<file path="config.mk">
export PLATFORM = sky130hd
export DESIGN_NAME = pipe_stage_skid
export DESIGN_NICKNAME = d
export VERILOG_FILES = /design/src/rtl/pipe_stage_skid.sv
export SDC_FILE = /design/constraint.sdc
export NUM_CORES = 1
export LEC_CHECK = 0
export ABC_AREA = 0
export BUFFER_PORTS_ARGS = -buffer_cell sky130_fd_sc_hd__buf_2
export CAP_MARGIN = 20
export CORE_MARGIN = 1
export CORE_UTILIZATION = 57
export CTS_BUF_LIST = sky130_fd_sc_hd__clkbuf_4
export DETAILED_ROUTE_END_ITERATION = 10
export GPL_ROUTABILITY_DRIVEN = 0
export HOLD_SLACK_MARGIN = 0.02
export PLACE_DENSITY = 0.87
export SLEW_MARGIN = 20
export SYNTH_ARGS = -nofsm -noshare
export SYNTH_HDL_FRONTEND = slang
export SYNTH_SLANG_ARGS = --single-unit
</file>
<file path="constraint.sdc">
create_clock -name clk -period 10.8 [get_ports clk]
set_clock_uncertainty 0.2 [all_clocks]
set_input_delay 2.16 -clock clk [delete_from_list [all_inputs] [get_ports clk]]
set_output_delay 2.16 -clock clk [all_outputs]
set_load 0.01 [all_outputs]
</file>
<file path="src/rtl/pipe_stage_skid.sv">
// Generic pipeline stage register with a two-entry skid buffer, flush and control-only bubble.
// Optional statistics counters (stall_cnt, flush_cnt) are enabled by defining PIPE_STATS_EN.
module pipe_stage_skid #(
    parameter int ADDR_W = 32,
    parameter int CTRL_W = 8,
    parameter int DATA_W = 64,
    parameter int CNT_W  = 16
) (
    input  logic              clk,
    input  logic              rst,
    input  logic              flush,
    input  logic              bubble,
    input  logic              in_valid,
    output logic              in_ready,
    input  logic [ADDR_W-1:0] in_pc,
    input  logic [ADDR_W-1:0] in_instr,
    input  logic [CTRL_W-1:0] in_ctrl,
    input  logic [DATA_W-1:0] in_data,
    output logic              out_valid,
    input  logic              out_ready,
    output logic [ADDR_W-1:0] out_pc,
    output logic [ADDR_W-1:0] out_instr,
    output logic [CTRL_W-1:0] out_ctrl,
    output logic [DATA_W-1:0] out_data
`ifdef PIPE_STATS_EN
    ,
    output logic [CNT_W-1:0]  stall_cnt,
    output logic [CNT_W-1:0]  flush_cnt
`endif
);

    localparam int ENT_W = 2 * ADDR_W + CTRL_W + DATA_W;

    // State encoding is {skid_v, main_v}; 2'b10 is unreachable.
    typedef enum logic [1:0] {
        EMPTY = 2'b00,
        FULL  = 2'b01,
        SKID  = 2'b11
    } state_t;

    state_t             state_r;
    state_t             next_state_s;
    logic               in_ready_r;
    logic [ENT_W-1:0]   main_q_r;
    logic [ENT_W-1:0]   skid_q_r;
    logic [ENT_W-1:0]   in_ent_s;
    logic               main_v_s;
    logic               skid_v_s;
    logic               accept_s;
    logic               drain_s;
    logic               load_main_s;
    logic               load_skid_s;
    logic               move_skid_s;

    assign main_v_s = state_r[0];
    assign skid_v_s = state_r[1];
    assign accept_s = in_valid & in_ready_r & ~flush;
    assign drain_s  = main_v_s & out_ready;
    assign in_ent_s = {in_pc, in_instr, (bubble ? {CTRL_W{1'b0}} : in_ctrl), in_data};

    // State register; in_ready is registered so out_ready never reaches it combinationally.
    always_ff @(posedge clk or posedge rst) begin
        if (rst) begin
            state_r    <= EMPTY;
            in_ready_r <= 1'b1;
        end else begin
            state_r    <= next_state_s;
            in_ready_r <= (next_state_s != SKID);
        end
    end

    // Next-state decode; flush overrides every other event.
    always_comb begin
        next_state_s = state_r;
        if (flush) begin
            next_state_s = EMPTY;
        end else begin
            case (state_r)
                EMPTY: begin
                    if (accept_s) next_state_s = FULL;
                    else          next_state_s = EMPTY;
                end
                FULL: begin
                    if (accept_s && !drain_s)      next_state_s = SKID;
                    else if (!accept_s && drain_s) next_state_s = EMPTY;
                    else                           next_state_s = FULL;
                end
                SKID: begin
                    if (drain_s) next_state_s = FULL;
                    else         next_state_s = SKID;
                end
                default: next_state_s = EMPTY;
            endcase
        end
    end

    // Datapath load controls derived from the current state.
    always_comb begin
        load_main_s = 1'b0;
        load_skid_s = 1'b0;
        move_skid_s = 1'b0;
        case (state_r)
            EMPTY: load_main_s = accept_s;
            FULL: begin
                if (accept_s && drain_s) begin
                    load_main_s = 1'b1;
                end else if (accept_s) begin
                    load_skid_s = 1'b1;
                end else begin
                    load_main_s = 1'b0;
                end
            end
            SKID:    move_skid_s = drain_s;
            default: load_main_s = 1'b0;
        endcase
    end

    // Payload storage; flush zeroes both entries so idle outputs read as zero.
    always_ff @(posedge clk or posedge rst) begin
        if (rst) begin
            main_q_r <= {ENT_W{1'b0}};
            skid_q_r <= {ENT_W{1'b0}};
        end else if (flush) begin
            main_q_r <= {ENT_W{1'b0}};
            skid_q_r <= {ENT_W{1'b0}};
        end else begin
            if (load_main_s) begin
                main_q_r <= in_ent_s;
            end else if (move_skid_s) begin
                main_q_r <= skid_q_r;
            end else begin
                main_q_r <= main_q_r;
            end
            if (load_skid_s) begin
                skid_q_r <= in_ent_s;
            end else begin
                skid_q_r <= skid_q_r;
            end
        end
    end

    assign in_ready  = in_ready_r;
    assign out_valid = main_v_s;
    assign out_pc    = main_q_r[ENT_W-1 -: ADDR_W];
    assign out_instr = main_q_r[ENT_W-ADDR_W-1 -: ADDR_W];
    assign out_ctrl  = main_q_r[DATA_W+CTRL_W-1 -: CTRL_W];
    assign out_data  = main_q_r[DATA_W-1:0];

`ifdef PIPE_STATS_EN
    // Saturating statistics counters, cleared only by reset.
    always_ff @(posedge clk or posedge rst) begin
        if (rst) begin
            stall_cnt <= {CNT_W{1'b0}};
            flush_cnt <= {CNT_W{1'b0}};
        end else begin
            if (main_v_s && !out_ready && (stall_cnt != {CNT_W{1'b1}})) begin
                stall_cnt <= stall_cnt + {{(CNT_W-1){1'b0}}, 1'b1};
            end else begin
                stall_cnt <= stall_cnt;
            end
            if (flush && (main_v_s || skid_v_s) && (flush_cnt != {CNT_W{1'b1}})) begin
                flush_cnt <= flush_cnt + {{(CNT_W-1){1'b0}}, 1'b1};
            end else begin
                flush_cnt <= flush_cnt;
            end
        end
    end
`else
    logic unused_skid_v_s;
    assign unused_skid_v_s = skid_v_s;
`endif

endmodule
</file>
== After elaboration in Yosys (flattened, before gate mapping) ==
Index checks and enable logic that the tools add are counted.

* Reduce and logical (&&, ||, !) cells: 8
* Bitwise gates (word level): 4
* Eq/ne operators: 3
* Mux-type cells: 18

{| class="wikitable"
|+ Operators by type and width
! cell !! count
|-
| $mux 136 || 5
|-
| $mux 8 || 1
|-
| $mux 1 || 7
|-
| $mux 2 || 3
|-
| $pmux 2 s3 || 1
|-
| $and 1x1->1 || 3
|-
| $logic_and 1x1->1 || 3
|-
| $reduce_bool 3->1 || 1
|-
| $eq 2x1->1 const B || 1
|-
| $eq 2x2->1 const B || 1
|-
| $logic_not 1->1 || 2
|-
| $logic_not 2->1 || 1
|-
| $ne 2x2->1 const B || 1
|-
| $pmux 1 s2 || 1
|-
| $reduce_bool 2->1 || 1
|-
| $not 1->1 || 1
|}

* Output and inout bits: 138
* Input bits: 142
* Register bits: 275
* Word-level logic and storage cells: 37

== Logic depth before layout (Yosys ltp) ==
* Depth in word-level cells: 9
* Mapped depth: 6
* Depth with buffers taken out: 3

== Least setup slack after synthesis ==
OpenSTA, ideal clock, no wires.

* Path type: input port to flip-flop
* Start: input in_valid
* End: register main_q_r[11]
* Arrival: 3104 ps
* Setup time: 99 ps
* Buffers on the path: 3
* Data required time: 10501 ps
* Path slack: 7396 ps
* Stages on the path: 6
* Cells stage by stage: a21o_1 > buf_2 > and3_4 > buf_4 > buf_2 > a311oi_1

* Longest elaborated chain between the ends: 7
* Elaborated cells on any way between the ends: 8
* Those cells by class: 4 x mux; 2 x bitwise; 2 x reduce/logical

{| class="wikitable"
|+ Ends and longest elaborated chain
! what !! RTL line !! text
|-
| start, declared || 13 || <nowiki>input logic in_valid,</nowiki>
|-
| $and 1x1->1 (*) (2 in series) || 57 || <nowiki>assign accept_s = in_valid & in_ready_r & ~flush;</nowiki>
|-
| $logic_and 1x1->1 || 105 || <nowiki>if (accept_s && drain_s) begin</nowiki>
|-
| $mux 1 || 105 ||
|-
| $pmux 1 s2 (*) || 102 || <nowiki>case (state_r)</nowiki>
|-
| $mux 136 || 127 || <nowiki>if (load_main_s) begin</nowiki>
|-
| $mux 136 || 123 || <nowiki>end else if (flush) begin</nowiki>
|-
| end signal, assigned || 124 || <nowiki>main_q_r <= {ENT_W{1'b0}};</nowiki>
|-
| end signal, assigned || 128 || <nowiki>main_q_r <= in_ent_s;</nowiki>
|-
| end signal, assigned || 130 || <nowiki>main_q_r <= skid_q_r;</nowiki>
|-
| end, declared || 44 || <nowiki>logic [ENT_W-1:0] main_q_r;</nowiki>
|}

Every way passes the cells marked *; elsewhere a longest branch is shown, timed or not.
A chain may end at the register's enable or synchronous reset.

== Worst setup path after layout ==
* Start: input out_ready
* End: register skid_q_r[49]

* Longest elaborated chain between the ends: 5

{| class="wikitable"
|+ Ends and longest elaborated chain
! what !! RTL line !! text
|-
| start, declared || 20 || <nowiki>input logic out_ready,</nowiki>
|-
| $and 1x1->1 || 58 || <nowiki>assign drain_s = main_v_s & out_ready;</nowiki>
|-
| $logic_and 1x1->1 || 105 ||
|-
| $mux 1 || 105 ||
|-
| $mux 1 || 102 ||
|-
| $reduce_bool 2->1 (no source line) || -- ||
|-
| end signal, assigned || 122 || <nowiki>skid_q_r <= {ENT_W{1'b0}};</nowiki>
|-
| end signal, assigned || 125 || <nowiki>skid_q_r <= {ENT_W{1'b0}};</nowiki>
|-
| end signal, assigned || 135 || <nowiki>skid_q_r <= in_ent_s;</nowiki>
|-
| end, declared || 45 || <nowiki>logic [ENT_W-1:0] skid_q_r;</nowiki>
|}

Every way passes these cells.

==> flow_summary_export.csv <==
group,metric,value,unit
global_routing,grt_pass1_vias,11926,
final_layout,layout.nets,1506,
yosys,ys.flop_type,"dfrtp_1",
worst_setup_path,worstSetupStartpointType,"primary input",
worst_setup_path,cp_max_fo,79,
clocking,post_cts_resized,0,
global_routing,antenna_found_initial,12,
timing,timing.final.hold_violations,0,
power,power_density,154.4,nW/um2
yosys,syn_nets,1323,
detailed_routing,routed_wl,39.60,mm
timing,rsz0062_at_grt,"no",
timing,final.setup.tns,0,ns
yosys,yosys_warnings,0,
yosys,avgSynthCellArea,11.31,um2
floorplanning,die_h,155.1,um
timing,relSlewSlack,27.54,%
detailed_routing,routedWlPerCell,22.84,um
yosys,ys_seq_area_share,51.51,%
global_routing,grt_pass1_wl,63.58,mm
final_layout,final_cells,1734,
yosys,synthDistinctLibCells,26,
placement,dp.final_hpwl,21.00,mm
outcome,status,"complete, no violations",
power,leakage,6.894,nW
clocking,cts_buffers,73,
clocking,cts_buffer_depth,3,
detailed_routing,avgViaCountPerCell,7.053,
final_layout,areaGrowthSynthToFinish,15.10,%
power,ir_drop,0.1010,mV
timing,max_freq,212.2,MHz
floorplanning,die_area,24060,um2
min_path,hp-class,"reg2reg",
power,power,2.375,mW
yosys,synth_edf_count,0,
timing,drv_slew,0,
timing,max_slew.worst_pin.slew,1.087,ns
placement,pre_cts_ws,5.529,ns
timing,setup_viol,0,
timing,fin_crit_sh,43.64,%
placement,dp_cells,1601,
floorplanning,io-pin-count,280,
floorplanning,start_util,58.48,%
timing,min_period,4.714,ns
timing,fin_ws,6.087,ns
worst_setup_path,end_kind,"register",
placement,portBuffers,279,
clocking,clkTransAtPathRegs,0.06,ns
clocking,htreeDepth,3,
run,max_cap_viol_count,0,
yosys,synth_seq_cells,275,
yosys,synthCells,1181,
detailed_routing,drtAntennaViolNets,0,
floorplanning,row_count,55,
clocking,tritoncts,"done",
clocking,root_buffer,"clkbuf_4",
global_routing,track_usage,32.81,%
detailed_routing,drc,0,
global_routing,grt_max_degree,169,
detailed_routing,drtIter0Drc,1456,
worst_setup_path,worst-setup-path-type,"in2reg",
yosys,synthArstFlopShare,100.0,%
worst_setup_path,crit_arrival,5.03,ns
clocking,hold_buffers,0,
clocking,post_cts_buffers,0,
yosys,synth_area,13360,um2
global_routing,grt_overflow,0,
clocking,cts_sinks,275,
worst_setup_path,crit_required,11.12,ns
detailed_routing,dr_total_vias,12230,
clocking,clock_latency,0.66,ns
floorplanning,core,22850,um2
floorplanning,fp.dieW,155.1,um
detailed_routing,firstDrtPassIters,5,
final_layout,drive_gt1_share,29.88,%
cell usage after synthesis, types with 2 or more instances:
library cell  instances  share of area [%]
nand4b_1            136                8.9
buf_4                11               0.62
buf_1                 3              0.084
dfrtp_1             274                 51
clkbuf_1             50                1.4
a311oi_1            128                8.4
a21o_1                2               0.11
a221oi_1              8               0.52
nand2b_1              2              0.094
inv_1                10               0.28
o21ai_0               9               0.34
a31oi_1             130                6.1
a21oi_1              10               0.37
buf_2               125                4.7
nor2_1               10               0.28
a22o_1              128                8.4
nand2_1               9               0.25
o31ai_1             128                7.2
worst max-delay path, cell delays in order:
cell     delay (ns)
buf_2          0.12
and2b_4        0.80
buf_4          0.85
a21oi_4        0.11
buf_4          0.45
a22o_1         0.36
path summary, 6_finish.rpt:
check	start	to	slack (ns)	depth (start not counted)
worst max-delay path	out_ready	skid_q_r[49]$_DFFE_PP0P_	6.09	6
worst min-delay path	skid_q_r[58]$_DFFE_PP0P_	skid_q_r[58]$_DFFE_PP0P_	0.31	1
worst max register to register	state_r[0]$_DFF_PP0_	skid_q_r[49]$_DFFE_PP0P_	7.31	5
worst min register to register	skid_q_r[58]$_DFFE_PP0P_	skid_q_r[58]$_DFFE_PP0P_	0.31	1
max in group asynchronous	rst	main_q_r[15]$_DFFE_PP0P_	7.85	3
min in group asynchronous	rst	skid_q_r[100]$_DFFE_PP0P_	1.27	2
per-stage QoR:
stage	hold slack, ns	area, um2	utilization (%)
2_1_floorplan	0.2730	13360	-
3_3_place_gp	0.2875	14430	63.16
3_5_place_dp	0.2908	14430	63.16
4_1_cts	0.3090	15320	67.04
5_1_grt	0.3147	15370	67.26
6_report	0.3058	15380	67.31
metal layers:
metal  routed length [um]  track usage, %
met1                16190           45.51
met5                   21               0
met3                 4096           8.357
met2                17960           48.54
met4                 1335           15.32
area by class of cell:
cell class | count | area, um2
fill | 1807 | 7468
sequential | 275 | 6883
multi-input combinational | 706 | 5569
timing repair buffer | 298 | 1573
clock buffer | 109 | 818.3
tap | 313 | 391.6
clock inverter | 11 | 68.82
inverter | 10 | 45.04
antenna | 12 | 30.03
kinds of logic (layout without fill, tap and decap cells):
| family | Yosys count | count (layout) | share of synthesized area (%) |
|---|---|---|---|
| AOI/OAI and AO/OA | 543 | 543 | 31.41 |
| DFF | 275 | 275 | 51.51 |
| buffers and inverters | 200 | 428 | 7.154 |
| and+or+nand+nor | 163 | 163 | 9.926 |
| other | 0 | 12 | 0 |
sequential cells by signal, summed over array words and instances (netlist names):
signal    cells
skid_q_r    136
in_ready      1
main_q_r    136
state_r       2
cells in the final DEF (no fill, tap or decap), drive strengths merged:
cell,synthesis,layout
buf,140,298
dfrtp,274,274
nand4b,136,136
a31oi,130,130
a22o,128,128
o31ai,128,128
a311oi,128,128
clkbuf,50,109
diode,0,12
inv,10,12
nor2,10,10
a21oi,10,10
nand2,9,9
o21ai,9,9
a221oi,8,8
clkinv,0,8
nand2b,2,2
a21o,2,2
and3b,1,1
and2b,1,1
nand3b,1,1
nor3,1,1
and3,1,1
and2,1,1
bufinv,0,1
dfstp,1,1
power breakdown:
part	switching, mW	internal, mW	total, mW	leakage, nW
combinational	0.234	0.122	0.355	2.62
sequential	0.0318	1.08	1.11	3.73
clock	0.424	0.481	0.905	0.539
total	0.690	1.69	2.37	6.89
No activity file was read; power rests on OpenSTA's default activity.
